### src/rtl/instruction_fetch_unit.sv
// Instruction fetch stage: owns the PC, fetches 16-bit words over req/ack,
// holds them for decode under stall, redirects on branches, stops on HLT.
module instruction_fetch_unit #(
  parameter int unsigned       ADDR_W   = 16,
  parameter logic [ADDR_W-1:0] RESET_PC = '0
) (
  input  logic              clk,
  input  logic              rst_n,
  output logic [ADDR_W-1:0] imem_addr,
  output logic              imem_req,
  input  logic [15:0]       imem_rdata,
  input  logic              imem_ack,
  input  logic              stall,
  input  logic              redirect,
  input  logic [ADDR_W-1:0] redirect_pc,
  output logic [15:0]       op,
  output logic [ADDR_W-1:0] op_pc,
  output logic              op_valid,
  output logic              halted
);

  typedef enum logic [1:0] {
    FETCH  = 2'd0,
    ISSUED = 2'd1,
    HALT   = 2'd2
  } state_e;

  state_e            state_q, state_d;
  logic [ADDR_W-1:0] pc_q, pc_d;
  logic [15:0]       op_q, op_d;
  logic [ADDR_W-1:0] op_pc_q, op_pc_d;
  logic              op_valid_q, op_valid_d;
  logic              op_is_hlt;

  // HLT opcode: top two bits set and the sub-op nibble all ones
  assign op_is_hlt = (op_q[15:14] == 2'b11) && (op_q[7:4] == 4'b1111);

  // State and datapath registers
  always_ff @(posedge clk or negedge rst_n) begin
    if (!rst_n) begin
      state_q    <= FETCH;
      pc_q       <= RESET_PC;
      op_q       <= 16'h0000;
      op_pc_q    <= RESET_PC;
      op_valid_q <= 1'b0;
    end else begin
      state_q    <= state_d;
      pc_q       <= pc_d;
      op_q       <= op_d;
      op_pc_q    <= op_pc_d;
      op_valid_q <= op_valid_d;
    end
  end

  // Next-state logic: redirect beats ack in FETCH and beats stall in ISSUED
  always_comb begin
    state_d    = state_q;
    pc_d       = pc_q;
    op_d       = op_q;
    op_pc_d    = op_pc_q;
    op_valid_d = op_valid_q;
    unique case (state_q)
      FETCH: begin
        if (redirect) begin
          pc_d = redirect_pc;
        end else if (imem_ack) begin
          op_d       = imem_rdata;
          op_pc_d    = pc_q;
          op_valid_d = 1'b1;
          pc_d       = pc_q + ADDR_W'(1);
          state_d    = ISSUED;
        end
      end
      ISSUED: begin
        if (redirect) begin
          pc_d       = redirect_pc;
          op_valid_d = 1'b0;
          state_d    = FETCH;
        end else if (!stall) begin
          op_valid_d = 1'b0;
          state_d    = op_is_hlt ? HALT : FETCH;
        end
      end
      HALT: begin
        op_valid_d = 1'b0;
      end
      default: begin
        op_valid_d = 1'b0;
        state_d    = FETCH;
      end
    endcase
  end

  assign imem_req  = (state_q == FETCH);
  assign imem_addr = pc_q;
  assign op        = op_q;
  assign op_pc     = op_pc_q;
  assign op_valid  = op_valid_q;
  assign halted    = (state_q == HALT);

endmodule

### config.mk
export PLATFORM = sky130hd
export DESIGN_NAME = instruction_fetch_unit
export DESIGN_NICKNAME = d
export VERILOG_FILES = /design/src/rtl/instruction_fetch_unit.sv
export SDC_FILE = /design/constraint.sdc
export NUM_CORES = 1
export LEC_CHECK = 0
export BUFFER_PORTS_ARGS = -buffer_cell sky130_fd_sc_hd__buf_4
export CORE_MARGIN = 4
export CORE_UTILIZATION = 53
export DETAILED_ROUTE_END_ITERATION = 7
export HOLD_SLACK_MARGIN = 0.02
export PLACE_DENSITY = 0.92
export SYNTH_ARGS = -nofsm -noshare
export SYNTH_HDL_FRONTEND = slang
export SYNTH_SLANG_ARGS = --single-unit
### constraint.sdc
create_clock -name clk -period 5 [get_ports clk]
set_input_delay 0.25 -clock clk [delete_from_list [all_inputs] [get_ports clk]]
set_output_delay 0.25 -clock clk [all_outputs]
set_load 0.02 [all_outputs]
# After elaboration in Yosys (flattened, before gate mapping)
# Cells that the tools add are included.
totals:
  wordCells: 39
  regBits: 51
classes:
  n_reduce_logical: 7
  n_mux: 15
  addsub: 1
  n_eq_ne: 9
  n_bitwise: 2
op_table:
  columns: ["operator", "n"]
  rows:
  - ["16-bit two-way mux", 3]
  - ["16-bit case mux with 2 select lines", 1]
  - ["16-bit by 1-bit adder with 16-bit output (second input constant)", 1]
  - ["2-bit two-way mux", 5]
  - ["3-bit AND reduction", 3]
  - ["2-bit case mux with 3 select lines", 1]
  - ["2-bit == test (second input constant)", 2]
  - ["4-bit == test (second input constant)", 1]
  - ["1-bit two-way mux", 4]
  - ["2-bit inequality test (second input constant)", 2]
  - ["4-bit AND reduction", 1]
  - ["3-bit by 1-bit inequality test with 1-bit output (second input constant)", 1]
  - ["3-bit inequality test (second input constant)", 1]
  - ["2-bit by 1-bit == test with 1-bit output (second input constant)", 1]
  - ["2-bit zero test", 1]
  - ["2-bit by 1-bit inequality test with 1-bit output (second input constant)", 1]
  - ["1-bit NOT", 2]
  - ["1-bit case mux with 2 select lines", 1]
  - ["2-bit nonzero test", 1]
  - ["1-bit logical AND", 1]

# Depth between registers and ports, before layout
# Gate-level depths: netlist (run 1).
depth:
  ltp_word: 6
  depth_mapped: 8

# Worst setup path before layout (run 1)
# No wires, ideal clock.
synth_timing:
  path_type: "reg-to-reg"
  start: "register pc_q[0], in the netlist imem_addr[0]"
  end: "register pc_q[14], in the netlist imem_addr[14]"
  slack_ns: 3.303
  required_time_ns: 4.880
  path_stages_with_launch: 7
  t_arrival_ns: 1.577
  cell_sequence: "dfrtp_1 ha_1 nand3_1 nor2_2 nand2_1 or3_1 o211a_1"
synth_between:
  elab_chain_cells: 4
synth_lines:
  columns: ["item", "line", "rtl"]
  rows:
  - ["start: declaration", "29", "logic [ADDR_W-1:0] pc_q, pc_d;"]
  - ["start signal: assignment", "48", "pc_q <= pc_d;"]
  - ["16-bit by 1-bit adder with 16-bit output", "70", "pc_d = pc_q + ADDR_W'(1);"]
  - ["16-bit two-way mux", "66", "end else if (imem_ack) begin"]
  - ["16-bit two-way mux", "64", "if (redirect) begin"]
  - ["16-bit case mux with 2 select lines", "62", "unique case (state_q)"]
# Every way passes these cells. The select of a mux whose other input is x is not followed.
# A chain may end at the register's enable or synchronous reset.

# Worst setup path in the final report (run 1)
layout_timing:
  start: "register state_q[0]"
  end: "register op_q[5], in the netlist op[5]"
layout_between:
  elab_chain_cells: 2
layout_lines:
  columns: ["item", "line", "rtl"]
  rows:
  - ["start: declaration", "28", "state_e state_q, state_d;"]
  - ["start signal: assignment", "47", "state_q <= state_d;"]
  - ["2-bit zero test", "62", null]
  - ["3-bit AND reduction (no line)", null, null]
  - ["end signal: assignment", "49", "op_q <= op_d;"]
  - ["end: declaration", "30", "logic [15:0] op_q, op_d;"]
# Every way passes these cells.

==> impl_results.md, run 1 <==
- CP Cell Sequence: nor2b_4, nor3b_4, buf_4, mux2_2
- Final antenna-violating net count: 0
- Placed Instances: around 340
- RSZ-0062 raised after global routing: false
- Hold Violations, Final: 0
- Worst-path clk slew: 0.09 ns
- Met2 Usage GRT: around a third
- Max clock buf depth: 2
- Root Buffer: clkbuf_8
- Layout Cells excl Fill: around 350
- Clk pwr share: between 15 and 20%
- Final setup violation count: 0
- Compound-Gate Fraction of Synth Area: around an eighth
- Setup CP Type: reg2reg
- Internal power: a little under 0.0009 W
- Top Ports: 88
- CP Max Fanout: 22
- Tot Pwr: between 0.001 and 0.0015 W
- Yosys top cell area share: between 50% and 60%
- Max-Cap Viols: 0
- Synth warn: 0
- Largest family of logic cells by synthesized area: multiplexers
- Synth area leaders: dfrtp_1, mux2_2, a21oi_1
- Slowest CP cell: nor3b_4
- Largest net degree at the start of global routing: between 50 and 60
- Fin util: about 72%
- Area of the die: roughly 5600 sq um
- Synthesis-stage register bit count: between 50 and 60
- XOR/XNOR share of the synthesized area: 0%
- CTS tree: built
- Post-CTS Setup Bufs: 0
- Via count: 1,933
- Critical Path AT: ~2.3 ns
- Row count: 24
- Crit-path max cell delay: between 0.5 and 0.6 ns
- Max H-tree Level: 2
- Status: finished, final reports clean
- Sequential share of the synthesized area: 53.49%
- TritonCTS buffer count: 5
- Setup WS post-layout: about 2.9 ns
- Post-Route WL: ~5500 microns
- Pre-CTS setup slack: 2.845 ns
- GRT Residual Overflow: 0
- Switch share: about 37%
- Hold Crit Class: in2reg
- Max Fclk: ~470 MHz
- Vias in the first global route: roughly 1,900
- Final Max Slew Viols: 0
- Seq pwr share: 44.2%
- Clock latency on the worst-skew pair: roughly 0.29 ns
- Crit path from: state_q[0]
- Final #Nets: between 300 and 400
- Leakage Power: approximately 1.4 nW
- Post-synthesis net count: 247
- Layer carrying the most global-route usage: met2
- DRC errors left: 0
- Ant. Diodes: 0
- Setup Skew: about 0.0036 ns
- Antenna violations before repair: 0
- Largest area contributor in the synthesized netlist: dfrtp_1
- Hold_sp: imem_rdata[12]
- Simple-Gate Fraction of Synth Area: a little over an eighth
- First drt pass iteration count: 4
- Total track usage: between 20 and 25%
- Peak VDD IR: 0.0002614 V
- WL/cell: 15.87 microns
- Synthesis-to-finish area growth: 30.62%
- Via density: around 5.6
- Cts hold-fix bufs: 1
- First-pass GRT wire length: about 8600 microns
- DRT iter0 DRCs: between 150 and 200
- Slew HR: between 30% and 40%
- Share of layout cells above drive strength 1: between 40 and 50%
- Starting Density: roughly 55%
- Setup crit end kind: flop
- Met1 Usage GRT: between 20% and 30%
- Family with the most delay on the worst path: simple AND/OR/NAND/NOR gates
- GP Congestion: 0.7868
- Dpl hpwl: a little over 4000 microns
- Worst-Margin Slew: 1.036 ns
- Syn Area/Cell: 11.42 sq um
- Final Cycle Share: 42.87%
- Final min period: approximately 2.1 ns
- Die Width: roughly 75 microns
- Post-synthesis mux area share: ~16%
- Y dimension of the die: 75.10 microns
- Synthesized cell area: approximately 2400 sq um
- Setup slack, reg-to-reg: ~2.9 ns
- Post-CTS Resized: 0
- Startpoint Class: flop
- WP buf/inv: 1
- CTS Sinks: 51
- Worst R2R Start: state_q[0]
- Core Footprint: 4354 sq um
- Power share of the combinational group: about two fifths
- Synth cell types: 36
- Met3 usage: roughly 6.7%
- Power per Cell Area: roughly 450 nW/um^2
- Synth Area in Adders: less than 1%
- Setup TNS: 0 ns
- Syn Inst Count: 209
- NetSw: 0.0005161 W
- WP data required: ~5.2 ns
- Port Buf Inserts: 87
==> worst register-to-register path: cells and delay by family (launching register included) <==
family	cells	cell delay, ns
DFF	1	0.48
muxes	1	0.39
and+or+nand+nor	2	0.76
buffers and inverters	1	0.40
==> cells in the mapped netlist <==
| master | instances |
|---|---|
| dfrtp_1 | 51 |
| mux2_2 | 28 |
| a21oi_1 | 23 |
| o21ai_0 | 14 |
| nand2_1 | 12 |
| nand3_1 | 12 |
| nor2_1 | 12 |
| nand4_1 | 6 |
| a2bb2oi_1 | 5 |
| o22ai_1 | 5 |
| buf_4 | 4 |
| buf_6 | 4 |
| mux2_1 | 4 |
| buf_2 | 3 |
| or3_1 | 3 |
| and3_1 | 2 |
| inv_1 | 2 |
| a21oi_2 | 1 |
| a311oi_2 | 1 |
| and2_1 | 1 |
| and2b_1 | 1 |
| and3b_1 | 1 |
| and4_4 | 1 |
| clkbuf_1 | 1 |
| ha_1 | 1 |
| mux2i_1 | 1 |
| nand2b_1 | 1 |
| nor2_2 | 1 |
| nor2b_1 | 1 |
| nor2b_4 | 1 |
| nor3_1 | 1 |
| nor3b_4 | 1 |
| nor4_1 | 1 |
| o211a_1 | 1 |
| o21ai_2 | 1 |
| or2b_1 | 1 |
==> path summary, 6_finish.rpt <==
path | to | cells after the start
max | op[5] | 4
min | op[12] | 2
max reg2reg | op[5] | 4
min reg2reg | op[12] | 1
max in group asynchronous | imem_addr[3] | 2
min in group asynchronous | imem_addr[14] | 2
==> cell families (layout without fill, tap and decap cells) <==
logic type | Yosys count | in the layout
AND/OR/NAND/NOR | 59 | 59
AO/OA/AOI/OAI | 51 | 51
flip-flops | 51 | 51
multiplexers | 33 | 33
buffers and inverters | 14 | 100
adder cells (fa/ha/maj) | 1 | 1
==> area by class of cell <==
cell class | count | area, sq um
flip-flops and latches | 51 | 1276
clock buffers | 7 | 76.32
multi-input cells | 144 | 1008
well taps | 52 | 65.06
clock inverters | 1 | 5.005
fillers | 325 | 1237
inverters | 2 | 7.507
repair buffers | 90 | 678.2
==> stage by stage <==
| step | area [sq um] | hold WS, ns |
|---|---|---|
| finish | 3117 | 0.1660 |
| global route | 3117 | 0.1580 |
| CTS | 3117 | 0.1576 |
| detailed placement | 3025 | 0.3172 |
| global placement | 3025 | 0.3111 |
| floorplan | 2386 | -0.04559 |
==> power groups by stage <==
stage / Sequential, W / Combinational, W / Clock [W]
final: 0.000624 / 0.000559 / 0.000228
after global routing: 0.000641 / 0.000600 / 0.000250
after CTS: 0.000625 / 0.000566 / 0.000235
after detailed placement: 0.000633 / 0.000565 / 0
after global placement: 0.000628 / 0.000547 / 0
after floorplan: 0.000758 / 0.000175 / 0
==> flip-flops by register name, summed over array words and instances, names as in the netlist <==
register,cells
state_q,2
op_pc,16
op_valid,1
op,16
imem_addr,16
==> layout by cell type, fill, tap and decap left out <==
cell type / Yosys / final
nand4_1: 6 / 6
o22ai_1: 5 / 5
nand3_1: 12 / 12
nor2_2: 1 / 1
clkbuf_8: 0 / 5
a2bb2oi_1: 5 / 5
nor3b_4: 1 / 1
and2b_1: 1 / 1
and3_1: 2 / 2
o21ai_0: 14 / 14
inv_1: 2 / 2
a21oi_2: 1 / 1
nand2b_1: 1 / 1
mux2_1: 4 / 4
nor4_1: 1 / 1
and3b_1: 1 / 1
a21oi_1: 23 / 23
dlygate4sd3_1: 0 / 1
o21ai_2: 1 / 1
nor3_1: 1 / 1
and2_1: 1 / 1
o211a_1: 1 / 1
mux2_2: 28 / 28
clkinv_2: 0 / 1
clkbuf_1: 1 / 2
nor2b_1: 1 / 1
mux2i_1: 1 / 1
and4_4: 1 / 1
dfrtp_1: 51 / 51
nor2b_4: 1 / 1
a311oi_2: 1 / 1
or3_1: 3 / 3
nor2_1: 12 / 12
ha_1: 1 / 1
buf_4: 4 / 89
or2b_1: 1 / 1
nand2_1: 12 / 12
==> metal layers <==
metal | share of wire [%] | wire, microns
met1 | 40 | 2175
met2 | 50 | 2730
met3 | 10 | 562
met4 | 0.69 | 38
met5 | 0 | 0
Note: power is estimated with default switching activity, not from simulation.
==> inputs of run 2 (changes only) <==
Settings changed: ABC_AREA set to 1, CORE_UTILIZATION 53 to 45, PLACE_DENSITY 0.92 to 0.83.
Clock period 5 ns to 1.86 ns, I/O delays scaled along.
==> impl_results.md, run 2 <==
- Status: finished, final reports clean
- Power share of the combinational group: 35.3% (-4.3 points)
- Hold WS: 0.04892 ns (-0.1171 ns)
- EDFF count, synth: 0 (unchanged)
- Synthesis-stage register bit count: 51 (unchanged)
- Worst-Margin Slew: 0.6408 ns (-0.3953 ns)
- Core Footprint: 5540 sq um (+27%)
- Sequential share of the synthesized area: 49.56% (-3.9 points)
- Count leader, synth: nand2_1
- Share of layout cells above drive strength 1: 34.38% (-9.7 points)
- Antenna violations before repair: 0 (unchanged)
- Startpoint Class: flop
- Port Buf Inserts: 87 (unchanged)
- Syn Area/Cell: 9.196 sq um (-19%)
- Setup CP Type: reg2reg
- Max clock buf depth: 2 (unchanged)
- Hold Violations, Final: 0 (unchanged)
- Placed Instances: 431 (+28%)
- Final setup violation count: 0 (unchanged)
- First drt pass iteration count: 4 (unchanged)
- Top cells by count, synth: nand2_1, dfrtp_1, inv_1
- Final antenna-violating net count: 0 (unchanged)
- Max Fclk: 628.1 MHz (+35%)
- Post-route cell area: 3530 sq um (+13%)
- Area of the die: 6996 sq um (+24%)
- CTS tree: built
- Setup WS post-layout: 0.2679 ns (-2.589 ns)
- Final Cycle Share: 85.60% (+43 points)
- Layout Cells excl Fill: 456 (+31%)
- Final min period: 1.592 ns (-0.5512 ns)
- DRT iter0 DRCs: 121 (-25%)
- Synth area leaders: dfrtp_1, nand2_1, mux2_4
- Power per Cell Area: 1016 nW/um^2 (+120%)
- Synth warn: 0 (unchanged)
- Worst-path clk slew: 0.09 ns (about the same)
- Largest net degree at the start of global routing: 52 (unchanged)
- Dpl hpwl: 4901 microns (+22%)
- R2R Path End: imem_addr[10]
- Root Buffer: clkbuf_8
- Via density: 5.086 (-8.7%)
- Post-CTS Resized: 0 (unchanged)
- Largest area contributor in the synthesized netlist: dfrtp_1
- Setup TNS: 0 ns (unchanged)
- Hold Crit Class: in2reg
- Clk pwr share: 22.3% (+6.1 points)
- Clock latency on the worst-skew pair: 0.31 ns (+0.02 ns)
- CTS Sinks: 51 (unchanged)
- WP data required: 2.07 ns (-3.11 ns)
- Async SR Flop Fraction: 100.0% (unchanged)
- Post-Route WL: 6754 microns (+23%)
- Setup slack, reg-to-reg: 0.27 ns (-2.59 ns)
- Internal power: 0.002316 W (+160%)
- WL/cell: 14.81 microns (-6.7%)
- Y dimension of the die: 83.65 microns (+11%)
- Post-CTS Setup Bufs: 0 (unchanged)
- Starting Density: 46.48% (-8.3 points)
- Via count: 2,319 (+20%)
- GRT Residual Overflow: 0 (unchanged)
- Post-synthesis net count: 318 (+29%)
- Setup crit end kind: flop
- Max H-tree Level: 2 (unchanged)
- Commonest non-fill, non-tap cell in the layout: buf_4
- Largest family of logic cells by synthesized area: simple AND/OR/NAND/NOR gates
- Synth Area in Adders: 0.4859% (-0.038 points)
- Slew HR: 57.28% (+27 points)
- XOR/XNOR share of the synthesized area: 0% (unchanged)
- Synth cell types: 28 (-22%)
- Compound-Gate Fraction of Synth Area: 11.08% (-1.6 points)
- Top Ports: 88 (unchanged)
- Crit path from: imem_addr[1]
- Ant. Diodes: 0 (unchanged)
- NetSw: 0.001271 W (+150%)
- Dpl cell area: 3244 sq um (+7.2%)
- Worst setup path endpoint: imem_addr[10]
- Synthesized cell area: 2575 sq um (+7.9%)
- Critical Path AT: 1.80 ns (-0.53 ns)
- Die Width: 83.65 microns (+11%)
- Worst R2R Path Depth: 8 (+4)
- Peak VDD IR: 0.0005318 V (+100%)
- Synthesis-to-finish area growth: 37.07%
- Final Max Slew Viols: 0 (unchanged)
- Main flop type after synthesis: dfrtp_1
- Switch share: 35.42% (-1.1 points)
- CP Max Fanout: 6 (-73%)
- Max-Cap Viols: 0 (unchanged)
- First-pass GRT wire length: 10,960 microns (+27%)
- DRC errors left: 0 (unchanged)
- Worst R2R Start: imem_addr[1]
- Vias in the first global route: 2,297 (+23%)
- Seq pwr share: 42.4% (-1.8 points)
- Syn Inst Count: 280 (+34%)
- Setup Skew: 0.01052 ns (+0.006969 ns)
- Yosys top cell area share: 49.56% (-3.9 points)
- Leakage Power: 1.813 nW (+32%)
- Simple-Gate Fraction of Synth Area: 19.73% (+6.2 points)
- RSZ-0062 raised after global routing: false
- Total track usage: 19.35% (-0.69 points)
- Row count: 27 (+13%)
- Commonest non-fill, non-tap cells in the layout: buf_4, nand2_1, dfrtp_1
- Final #Nets: 421 (+27%)
- Post-synthesis mux area share: 11.52% (-4.0 points)
- GP Congestion: 0.8947 (+14%)
- WHS Path Cells: 3 (+1)
- TritonCTS buffer count: 5 (unchanged)
- Pre-CTS setup slack: 0.3055 ns (-2.540 ns)
[run 2: cell types whose count changed after synthesis, moves of 5 or more]
cell,change
mux2_4,+16
nand3_1,+7
nand2_1,+53
a2bb2oi_1,-5
mux2_2,-23
inv_1,+23
o21ai_1,+15
a21oi_1,-12
o21ai_0,+5
nor2_1,+8
[run 2: kinds of logic after synthesis]
kind of cell               count (synthesis)
AOI/OAI and AO/OA                         52
adders and majority gates                  1
buffers and inverters                     39
DFF                                       51
muxes                                     21
and+or+nand+nor                          116
[run 2: worst min-delay path by stage]
stage | slack [ns] | start | endpoint
5_1_grt | 0.06 | redirect_pc[2] | imem_addr[2]
4_1_cts | 0.04 | stall | state_q[0]
2_1_floorplan | -0.20 | rst_n | imem_addr[0]
6_report | 0.05 | redirect_pc[2] | imem_addr[2]
3_5_place_dp | 0.17 | rst_n | op[1]
3_3_place_gp | 0.16 | rst_n | op_pc[13]
[run 2: worst max-delay path: stages (launching register included)]
cell and delay, ns:
dfrtp_1 0.45, ha_1 0.23, nand2_1 0.08, nor2_1 0.20, nand2_1 0.16, o21ai_0 0.17, nand3_1 0.09, nand2_1 0.07
nand2_1 0.04
[run 2: layout make-up]
cell class / count / area (sq um)
multi-input combinational: 190 / 1102
tap: 72 / 90.09
sequential: 51 / 1276
inverter: 30 / 115.1
fill: 455 / 2011
timing repair buffer: 105 / 830.8
clock buffer: 5 / 68.82
clock inverter: 3 / 46.29
[run 2: what timing repair did]
| action | 4_1_cts | 5_1_grt |
|---|---|---|
| endpoints found under the hold margin | 67 | 0 |
| hold buffers | 17 | 0 |
| endpoints found under the setup margin | 0 | 0 |
[run 2: through the flow]
| step | power [W] | utilization [%] |
|---|---|---|
| floorplan | 0.002233 | - |
| global placement | 0.002749 | 58.56 |
| detailed placement | 0.002786 | 58.56 |
| CTS | 0.003611 | 63.71 |
| global route | 0.003775 | 63.71 |
| finish | 0.003587 | 63.71 |
[run 2: routing by layer]
metal / vias up / global-route usage (%) / routed length (microns)
met4: 0 / 7.456 / 184
met3: 20 / 3.949 / 341
met1: 1096 / 22.51 / 2737
met2: 72 / 34.71 / 3491
met5: - / 0 / 0
li1: 1131 / - / -
[run 2: power by group through the flow]
stage	clock [W]	sequential [W]	combinational, W
after floorplan	0	0.00177	0.000459
after global placement	0	0.00153	0.00122
after detailed placement	0	0.00154	0.00125
after CTS	0.000813	0.00152	0.00128
after global routing	0.000854	0.00156	0.00136
final	0.000801	0.00152	0.00127
